$ cat config.mk
export PLATFORM = sky130hd
export DESIGN_NAME = accfifo_drain_ctrl
export DESIGN_NICKNAME = d
export VERILOG_FILES = /design/src/rtl/accfifo_drain_ctrl.sv
export SDC_FILE = /design/constraint.sdc
export NUM_CORES = 1
export LEC_CHECK = 0
export BUFFER_PORTS_ARGS = -buffer_cell sky130_fd_sc_hd__buf_2
export CORE_MARGIN = 2
export CORE_UTILIZATION = 60
export CTS_CLUSTER_DIAMETER = 40
export DETAILED_ROUTE_END_ITERATION = 12
export PLACE_DENSITY = 0.83
export SLEW_MARGIN = 10
export SYNTH_ARGS = -nofsm -noshare
export SYNTH_HDL_FRONTEND = slang
export SYNTH_SLANG_ARGS = --single-unit
$ cat constraint.sdc
create_clock -name clk -period 4.6 [get_ports clk]
set_input_delay 0.92 -clock clk [delete_from_list [all_inputs] [get_ports clk]]
set_output_delay 0.92 -clock clk [all_outputs]
set_load 0.03 [all_outputs]
$ cat src/rtl/accfifo_drain_ctrl.sv
// ---------------------------------------------------------------------------
// accfifo_drain_ctrl
//
// Drain controller for one PE column's double-buffered accumulator FIFO pair.
// On every tile-complete pulse it swaps the compute/shadow FIFO select. It
// then reads drain_count words out of the shadow FIFO and packs them PACK at
// a time into wide beats. Each beat is written to the global buffer over a
// valid/ready interface, with the beat address incrementing from base_addr.
//
// Optional feature (compile-time macro ACCFIFO_DRAIN_RELU_EN):
//   defined   - words are signed; negative words are packed as zero (ReLU)
//   undefined - words are packed bit-exact
//
// Ports:
//   clk, rst               clock, synchronous active-high reset
//   compute_done           1-cycle pulse: compute FIFO holds a finished tile
//   drain_count, base_addr word count / first beat address, taken with
//                          compute_done
//   which_fifo_to_compute  FIFO select to the ACCFIFO pair
//   shadow_fifo_read       read strobe; data arrives the following cycle
//   shadow_fifo_empty      shadow FIFO empty
//   shadow_fifo_data_out   shadow FIFO read data
//   gb_wvalid/gb_wready    global-buffer beat handshake
//   gb_wdata, gb_waddr     packed beat (word k at [k*DATA_WIDTH +: DATA_WIDTH])
//                          and its beat address
//   busy                   drain in progress
//   drain_done             1-cycle pulse after the last beat is accepted
//   overrun                sticky: a compute_done event was dropped
// ---------------------------------------------------------------------------
module accfifo_drain_ctrl #(
  parameter int DATA_WIDTH = 24,
  parameter int NB_DATA    = 32,
  parameter int PACK       = 4,
  parameter int ADDR_WIDTH = 10
) (
  input  logic                            clk,
  input  logic                            rst,
  input  logic                            compute_done,
  input  logic [$clog2(NB_DATA+1)-1:0]    drain_count,
  input  logic [ADDR_WIDTH-1:0]           base_addr,
  output logic                            which_fifo_to_compute,
  output logic                            shadow_fifo_read,
  input  logic                            shadow_fifo_empty,
  input  logic [DATA_WIDTH-1:0]           shadow_fifo_data_out,
  output logic                            gb_wvalid,
  input  logic                            gb_wready,
  output logic [PACK*DATA_WIDTH-1:0]      gb_wdata,
  output logic [ADDR_WIDTH-1:0]           gb_waddr,
  output logic                            busy,
  output logic                            drain_done,
  output logic                            overrun
);

  localparam int CNT_W  = $clog2(NB_DATA + 1);
  localparam int PCNT_W = $clog2(PACK + 1) + 1;
  localparam int BEAT_W = PACK * DATA_WIDTH;

  typedef enum logic [1:0] {IDLE, DRAIN, DONE} state_t;

  state_t                  state_q, state_d;
  logic                    sel_q, sel_d;
  logic [CNT_W-1:0]        rem_q, rem_d;
  logic [ADDR_WIDTH-1:0]   addr_q, addr_d;
  logic                    pend_q, pend_d;
  logic [CNT_W-1:0]        pend_cnt_q, pend_cnt_d;
  logic [ADDR_WIDTH-1:0]   pend_addr_q, pend_addr_d;
  logic                    overrun_q, overrun_d;
  logic                    inflight_q, inflight_d;
  logic [PCNT_W-1:0]       pack_cnt_q, pack_cnt_d;
  logic [BEAT_W-1:0]       pack_q, pack_d;
  logic                    wvalid_q, wvalid_d;
  logic [BEAT_W-1:0]       wdata_q, wdata_d;
  logic [ADDR_WIDTH-1:0]   waddr_q, waddr_d;

  logic                    fifo_rd;
  logic [DATA_WIDTH-1:0]   word;
  logic [BEAT_W-1:0]       pack_cap;
  logic [PCNT_W-1:0]       cnt_cap;
  logic                    out_free;
  logic                    complete;
  logic                    flush;
  logic [CNT_W-1:0]        start_cnt;
  logic [ADDR_WIDTH-1:0]   start_addr;

  // NOTE: every signal assigned in this block gets a default first, so no
  // path through the case/if tree can leave one unassigned (no latches).
  always_comb begin
    state_d     = state_q;
    sel_d       = sel_q;
    rem_d       = rem_q;
    addr_d      = addr_q;
    pend_d      = pend_q;
    pend_cnt_d  = pend_cnt_q;
    pend_addr_d = pend_addr_q;
    overrun_d   = overrun_q;
    inflight_d  = inflight_q;
    pack_cnt_d  = pack_cnt_q;
    pack_d      = pack_q;
    wvalid_d    = wvalid_q;
    wdata_d     = wdata_q;
    waddr_d     = waddr_q;
    fifo_rd     = 1'b0;
    complete    = 1'b0;
    flush       = 1'b0;
    start_cnt   = '0;
    start_addr  = '0;

    word = shadow_fifo_data_out;
`ifdef ACCFIFO_DRAIN_RELU_EN
    if (word[DATA_WIDTH-1]) word = '0;
`endif

    // Pack contents as they stand once this cycle's returning word lands.
    // Completion is judged on this view so a full pack leaves the same
    // cycle its last word arrives.
    pack_cap = pack_q;
    cnt_cap  = pack_cnt_q;
    if (inflight_q) begin
      for (int k = 0; k < PACK; k++) begin
        if (pack_cnt_q == PCNT_W'(k)) pack_cap[k*DATA_WIDTH +: DATA_WIDTH] = word;
      end
      cnt_cap = pack_cnt_q + PCNT_W'(1);
    end

    out_free = !wvalid_q || gb_wready;
    if (wvalid_q && gb_wready) wvalid_d = 1'b0;

    unique case (state_q)
      IDLE: begin
        if (compute_done || pend_q) begin
          start_cnt  = pend_q ? pend_cnt_q  : drain_count;
          start_addr = pend_q ? pend_addr_q : base_addr;
          sel_d      = !sel_q;
          rem_d      = start_cnt;
          addr_d     = start_addr;
          pend_d     = 1'b0;
          state_d    = (start_cnt == '0) ? DONE : DRAIN;
        end
      end

      DRAIN: begin
        // rem == 0 means no further reads can follow, so a partial pack is final.
        complete = (cnt_cap == PCNT_W'(PACK)) || ((rem_q == '0) && (cnt_cap != '0));
        flush    = complete && out_free;
        if (flush) begin
          wvalid_d   = 1'b1;
          wdata_d    = pack_cap;
          waddr_d    = addr_q;
          addr_d     = addr_q + ADDR_WIDTH'(1);
          pack_d     = '0;
          pack_cnt_d = '0;
        end else begin
          pack_d     = pack_cap;
          pack_cnt_d = cnt_cap;
        end

        // A flushing pack frees every lane, so reading keeps one word per cycle.
        fifo_rd = (rem_q != '0) && !shadow_fifo_empty &&
                  (flush || ((pack_cnt_q + PCNT_W'(inflight_q)) < PCNT_W'(PACK)));
        if (fifo_rd) rem_d = rem_q - CNT_W'(1);
        inflight_d = fifo_rd;

        if ((rem_q == '0) && !inflight_q && (pack_cnt_q == '0) && out_free) begin
          state_d = DONE;
        end
      end

      DONE:    state_d = IDLE;
      default: state_d = IDLE;
    endcase

    // A compute_done is served directly only from IDLE with nothing pending.
    // Otherwise it is held in the single pending slot; if that slot is
    // already occupied (and not being served this cycle), the event is lost.
    if (compute_done && !((state_q == IDLE) && !pend_q)) begin
      if (pend_q && (state_q != IDLE)) begin
        overrun_d = 1'b1;
      end else begin
        pend_d      = 1'b1;
        pend_cnt_d  = drain_count;
        pend_addr_d = base_addr;
      end
    end
  end

  // NOTE: state registers use non-blocking assignments only, so every flop
  // samples the pre-edge value of every other flop.
  always_ff @(posedge clk) begin
    if (rst) begin
      state_q     <= IDLE;
      sel_q       <= 1'b0;
      rem_q       <= '0;
      addr_q      <= '0;
      pend_q      <= 1'b0;
      pend_cnt_q  <= '0;
      pend_addr_q <= '0;
      overrun_q   <= 1'b0;
      inflight_q  <= 1'b0;
      pack_cnt_q  <= '0;
      // NOTE: the pack and beat registers are cleared too; lanes of a partial
      // pack must read as zero, and they are only ever written word by word.
      pack_q      <= '0;
      wvalid_q    <= 1'b0;
      wdata_q     <= '0;
      waddr_q     <= '0;
    end else begin
      state_q     <= state_d;
      sel_q       <= sel_d;
      rem_q       <= rem_d;
      addr_q      <= addr_d;
      pend_q      <= pend_d;
      pend_cnt_q  <= pend_cnt_d;
      pend_addr_q <= pend_addr_d;
      overrun_q   <= overrun_d;
      inflight_q  <= inflight_d;
      pack_cnt_q  <= pack_cnt_d;
      pack_q      <= pack_d;
      wvalid_q    <= wvalid_d;
      wdata_q     <= wdata_d;
      waddr_q     <= waddr_d;
    end
  end

  assign which_fifo_to_compute = sel_q;
  assign shadow_fifo_read      = fifo_rd;
  assign gb_wvalid             = wvalid_q;
  assign gb_wdata              = wdata_q;
  assign gb_waddr              = waddr_q;
  assign busy                  = (state_q == DRAIN);
  assign drain_done            = (state_q == DONE);
  assign overrun               = overrun_q;

endmodule

Yosys cells after proc, flatten, opt, wreduce, memory -nomap -nowiden --
Index checks and enable logic that the tools add are counted. Widths: inputs -> output; s select.
Storage, ports and cells: flip-flop bits (word level) 245, output and inout bits 112, logic and storage cells 94
Cells by class: add/subtract/negate cells 4, magnitude comparators 1, equal/unequal tests 10, mux-type cells 28, bitwise operators 1, reductions and logical operators 36
Operators with widths (number):
- $mux 96 | 2
- $mux 24 | 4
- $mux 10 | 3
- $pmux 10 s2 | 1
- $mux 6 | 3
- $logic_not 6->1 | 2
- $pmux 6 s2 | 1
- $logic_and 1x1->1 | 11
- $add 10x1->10 const B | 1
- $reduce_and 2->1 | 5
- $eq 4x2->1 const B | 2
- $mux 1 | 8
- $mux 4 | 2
- $logic_not 1->1 | 6
- $mux 2 | 3
- $ne 2x1->1 const B | 3
- $reduce_and 3->1 | 2
- $reduce_bool 6->1 | 1
- $sub 6x1->6 const B | 1
- $add 4x1->4 | 1
- $add 4x1->4 const B | 1
- $eq 4x1->1 const B | 1
- $eq 4x3->1 const B | 1
- $logic_not 4->1 | 1
- 10 further kinds | 14

Depth between registers and ports, before layout --
word-level depth 10, depth in mapped cells 11

Worst setup path before layout --
OpenSTA, ideal clock, no wires.
path kind reg-to-output, start register pack_cnt_q[1], end output port shadow_fifo_read, arrival time 1.626 ns, required time 3.680 ns, path slack 2.054 ns, stages on the path, launching flop included 7, path buffers 0, cell sequence dfxtp_1 -> inv_1 -> ha_1 -> nand2_2 -> nor3b_1 -> a41o_1 -> and2_1
On the way: cells in the longest elaborated chain, start to end 9, elaborated cells between the ends (all ways) 12, classes of those cells add/sub: 2; order compare: 1; eq/ne: 1; mux: 2; reduce/logical: 6
Ends and longest elaborated chain:
- start: declaration | line 69 | logic [PCNT_W-1:0] pack_cnt_q, pack_cnt_d;
- start signal: assignment | line 216 | pack_cnt_q <= pack_cnt_d;
- $add 4x1->4 | line 122 | cnt_cap = pack_cnt_q + PCNT_W'(1);
- $mux 4 | line 118 | if (inflight_q) begin
- $reduce_bool 4->1 | line 143 | complete = (cnt_cap == PCNT_W'(PACK)) || ((rem_q == '0) && (cnt_cap != '0));
- $logic_and 1x1->1 | line 143
- $logic_or 1x1->1 | line 143
- $logic_and 1x1->1 | line 144 | flush = complete && out_free;
- $logic_or 1x1->1 (*) | line 159 | (flush || ((pack_cnt_q + PCNT_W'(inflight_q)) < PCNT_W'(PACK)));
- $logic_and 1x1->1 (*) | line 158 | fifo_rd = (rem_q != '0) && !shadow_fifo_empty &&
- $mux 1 (*) | line 128 | unique case (state_q)
- end: declaration | line 42 | output logic shadow_fifo_read,
Every way passes the cells marked *; elsewhere a longest branch is shown, timed or not.

Worst setup path after layout --
Same ends and word-level chain as after synthesis.

==> impl_metrics.csv <==
group,metric,value,unit
cts,cts_num_sinks,245,
floorplanning,die_w,138,µm
logic_synthesis,synth_edf_count,0,
logic_synthesis,synth-async-reset-ratio,0,%
grt,use_met2,42.4,%
floorplanning,dieArea,19000,µm²
grt,grt_max_degree,112,
setup_path,required,3.68,ns
floorplanning,ios,157,
pwr,power.switching,1.66,mW
flow_run,cap_violations,0,
pwr,power_density,468,nW/µm²
cts,cts_buffers,34,
timing,max_freq,300,MHz
cells_and_area,post-route-util,71.5,%
floorplanning,core_area,17400,µm²
logic_synthesis,netlist_instances,1219,
cts,cts_tree,"built",
route,ant_nets,0,
setup_path,worstPathArrival,2.41,ns
cts,clkLatencyLatePin,0.50,ns
cts,cts_max_level,2,
logic_synthesis,avgSynthCellArea,8.81,µm²
timing,drv_slew,0,
hold_path,min_path_type,"flop to flop",
timing,rsz0062_at_grt,"no",
logic_synthesis,yosys_warnings,0,
pwr,p_seq_share,40.4,%
logic_synthesis,synth_top_area_share,45.7,%
grt,antenna_found_initial,0,
place,io_buffers,156,
place,dp_hpwl,16300,µm
pwr,intPower,4.16,mW
route,via_per_inst,5.71,
logic_synthesis,yosys.cell_count.top_type,"dfxtp_1",
pwr,sw_frac_of_total,28.5,%
grt,grt_use_total,26.2,%
pwr,power_frac_comb,16.1,%
logic_synthesis,netlist_top_cells_area,"dfxtp_1, mux2i_1, nand2_1",
logic_synthesis,synth_common_cells,"dfxtp_1, nand2_1, nor2_1",
logic_synthesis,synth_top_area_cell,"dfxtp_1",
timing,post-route-period-util,72.4,%
route,drt_wl_total,25300,µm
pwr,ir_worst_vdd,0.371,mV
timing,clock_skew,0.0185,ns
cells_and_area,diodes,0,
floorplanning,die_h,138,µm
setup_path,criticalPathCategory,"flop to output port",
setup_path,cp-start-kind,"flop",
logic_synthesis,synth_nets,1272,
route,drtIter0Drc,693,
floorplanning,start_util,61.6,%
route,wire_per_inst,16.4,µm
grt,first_global_vias,8138,
cts,cts_resized,0,
pwr,power,5.82,mW
status,outcome,"completed",
logic_synthesis,yosysSeqAreaShare,45.7,%
timing,timing.final.crit_period,3.33,ns
grt,overflow,0,
grt,grtUsageMet3,5.67,%
cts,cts_root_buffer,"clkbuf_16",
place,place_congestion,0.921,
setup_path,crit_fanout,7,
pwr,power.share.clock,43.5,%
route,via_count,8838,
cells_and_area,syn_to_final_growth,16.0,%
logic_synthesis,synthFlopType,"dfxtp_1",
logic_synthesis,syn-cell-area,10700,µm²
cts,clockBufferDepth,3,
timing,tns,0,ns
route,drc_errors,0,
cells_and_area,drive_above_1_share,24.0,%
cts,cts_setup_buffers,0,
timing,finalHoldViolations,0,
grt,busiest_layer,"met2",
cts,hold_buffers,0,
timing,setup_viol,0,
logic_synthesis,synth_seq_cells,245,
logic_synthesis,yosysUniqueCellTypes,51,
timing,slew_headroom,25.0,%
pwr,p_leak,4.40,nW
grt,use_met1,34.6,%
grt,grt_first_pass_wirelength,40100,µm
route,first_pass_iters,5,
floorplanning,row_count,48,
timing,worstMarginPinSlew,1.12,ns
setup_path,cp-end-kind,"output port",
cts,cts.reportedPaths.clkPinSlew,0.05,ns
cells_and_area,layout.nets,1352,
metrics by stage:
stage                     hold slack (ns)  instances  setup slack (ns)  cell area (µm²)
final                               0.451       1547              1.27            12500
after global routing                0.469       1547              1.11            12500
after floorplan                     0.435       1219              2.05            10700
after global placement              0.441       1488              1.57            11300
after CTS                           0.453       1547              1.29            12500
after detailed placement            0.446       1488              1.47            11300
sequential cells by signal, indices dropped and copies added (netlist names), 2 cells and up:
| signal | count |
|---|---|
| gb_wdata | 96 |
| pack_q | 96 |
| addr_q | 10 |
| gb_waddr | 10 |
| pend_addr_q | 10 |
| pend_cnt_q | 6 |
| rem_q | 6 |
| pack_cnt_q | 4 |
| state_q | 2 |
cell type report:
| class | count | area (µm²) |
|---|---|---|
| multi-input combinational | 847 | 5270 |
| fill | 1327 | 4960 |
| sequential | 245 | 4900 |
| clock buffer | 44 | 960 |
| timing repair buffer | 164 | 860 |
| tap | 225 | 282 |
| clock inverter | 15 | 153 |
| inverter | 7 | 26.3 |
power by group through the flow:
stage / Combinational [mW] / Sequential, mW / Clock (mW)
after floorplan: 0.628 / 2.48 / 0
after global placement: 0.911 / 2.39 / 0
after detailed placement: 0.930 / 2.39 / 0
after CTS: 0.938 / 2.35 / 2.56
after global routing: 1.03 / 2.37 / 2.65
final: 0.938 / 2.35 / 2.54
per-layer routing:
metal,part of all wire [%],wire (µm),up-vias
li1,-,-,4350
met1,44,11200,4131
met2,46,11700,299
met3,7.2,1820,58
met4,2.4,617,0
met5,0,0,-
path summary, 6_finish.rpt:
| check | from | end | slack, ns | depth (start not counted) |
|---|---|---|---|---|
| worst max-delay path | pack_cnt_q[1] | shadow_fifo_read | 1.27 | 7 |
| worst min-delay path | pack_q[39] | pack_q[39] | 0.45 | 2 |
| worst max register to register | pack_cnt_q[1] | pack_q[47] | 1.43 | 9 |
| worst min register to register | pack_q[39] | pack_q[39] | 0.45 | 2 |
critical path: stages (launching register included):
cell and delay [ns]:
dfxtp_1 0.43, inv_1 0.12, ha_1 0.29, nand2_2 0.08, nor3b_1 0.34, a41o_1 0.26
and2_1 0.18, buf_2 0.21
layout by cell type, fill, tap and decap left out, drive strengths merged, types with 2 or more instances in the layout:
cell and instances:
dfxtp 245, nand2 244, buf 164, nor2 136
a21oi 136, mux2i 124, a211oi 99, clkbuf 44
o21ai 16, nor3 10, clkinv 10, and2 8
ha 8, inv 8, nand3 6, nand2b 6
and3 6, nor2b 4, nand4 4, a211o 4
xnor2 4, a31oi 3, o32ai 3, mux2 3
xor2 2, o311ai 2, o31ai 2, o211ai 2
o22ai 2, clkinvlp 2, bufinv 2
cell families after synthesis:
logic type                 synth area share [%]
buffers and inverters                      5.37
DFF                                        45.7
xor gates and xnor gates                  0.560
AOI/OAI and AO/OA                          19.3
and+or+nand+nor                            16.2
muxes                                      11.9
adders and majority gates                 0.932
No activity file was read; power rests on OpenSTA's default activity.
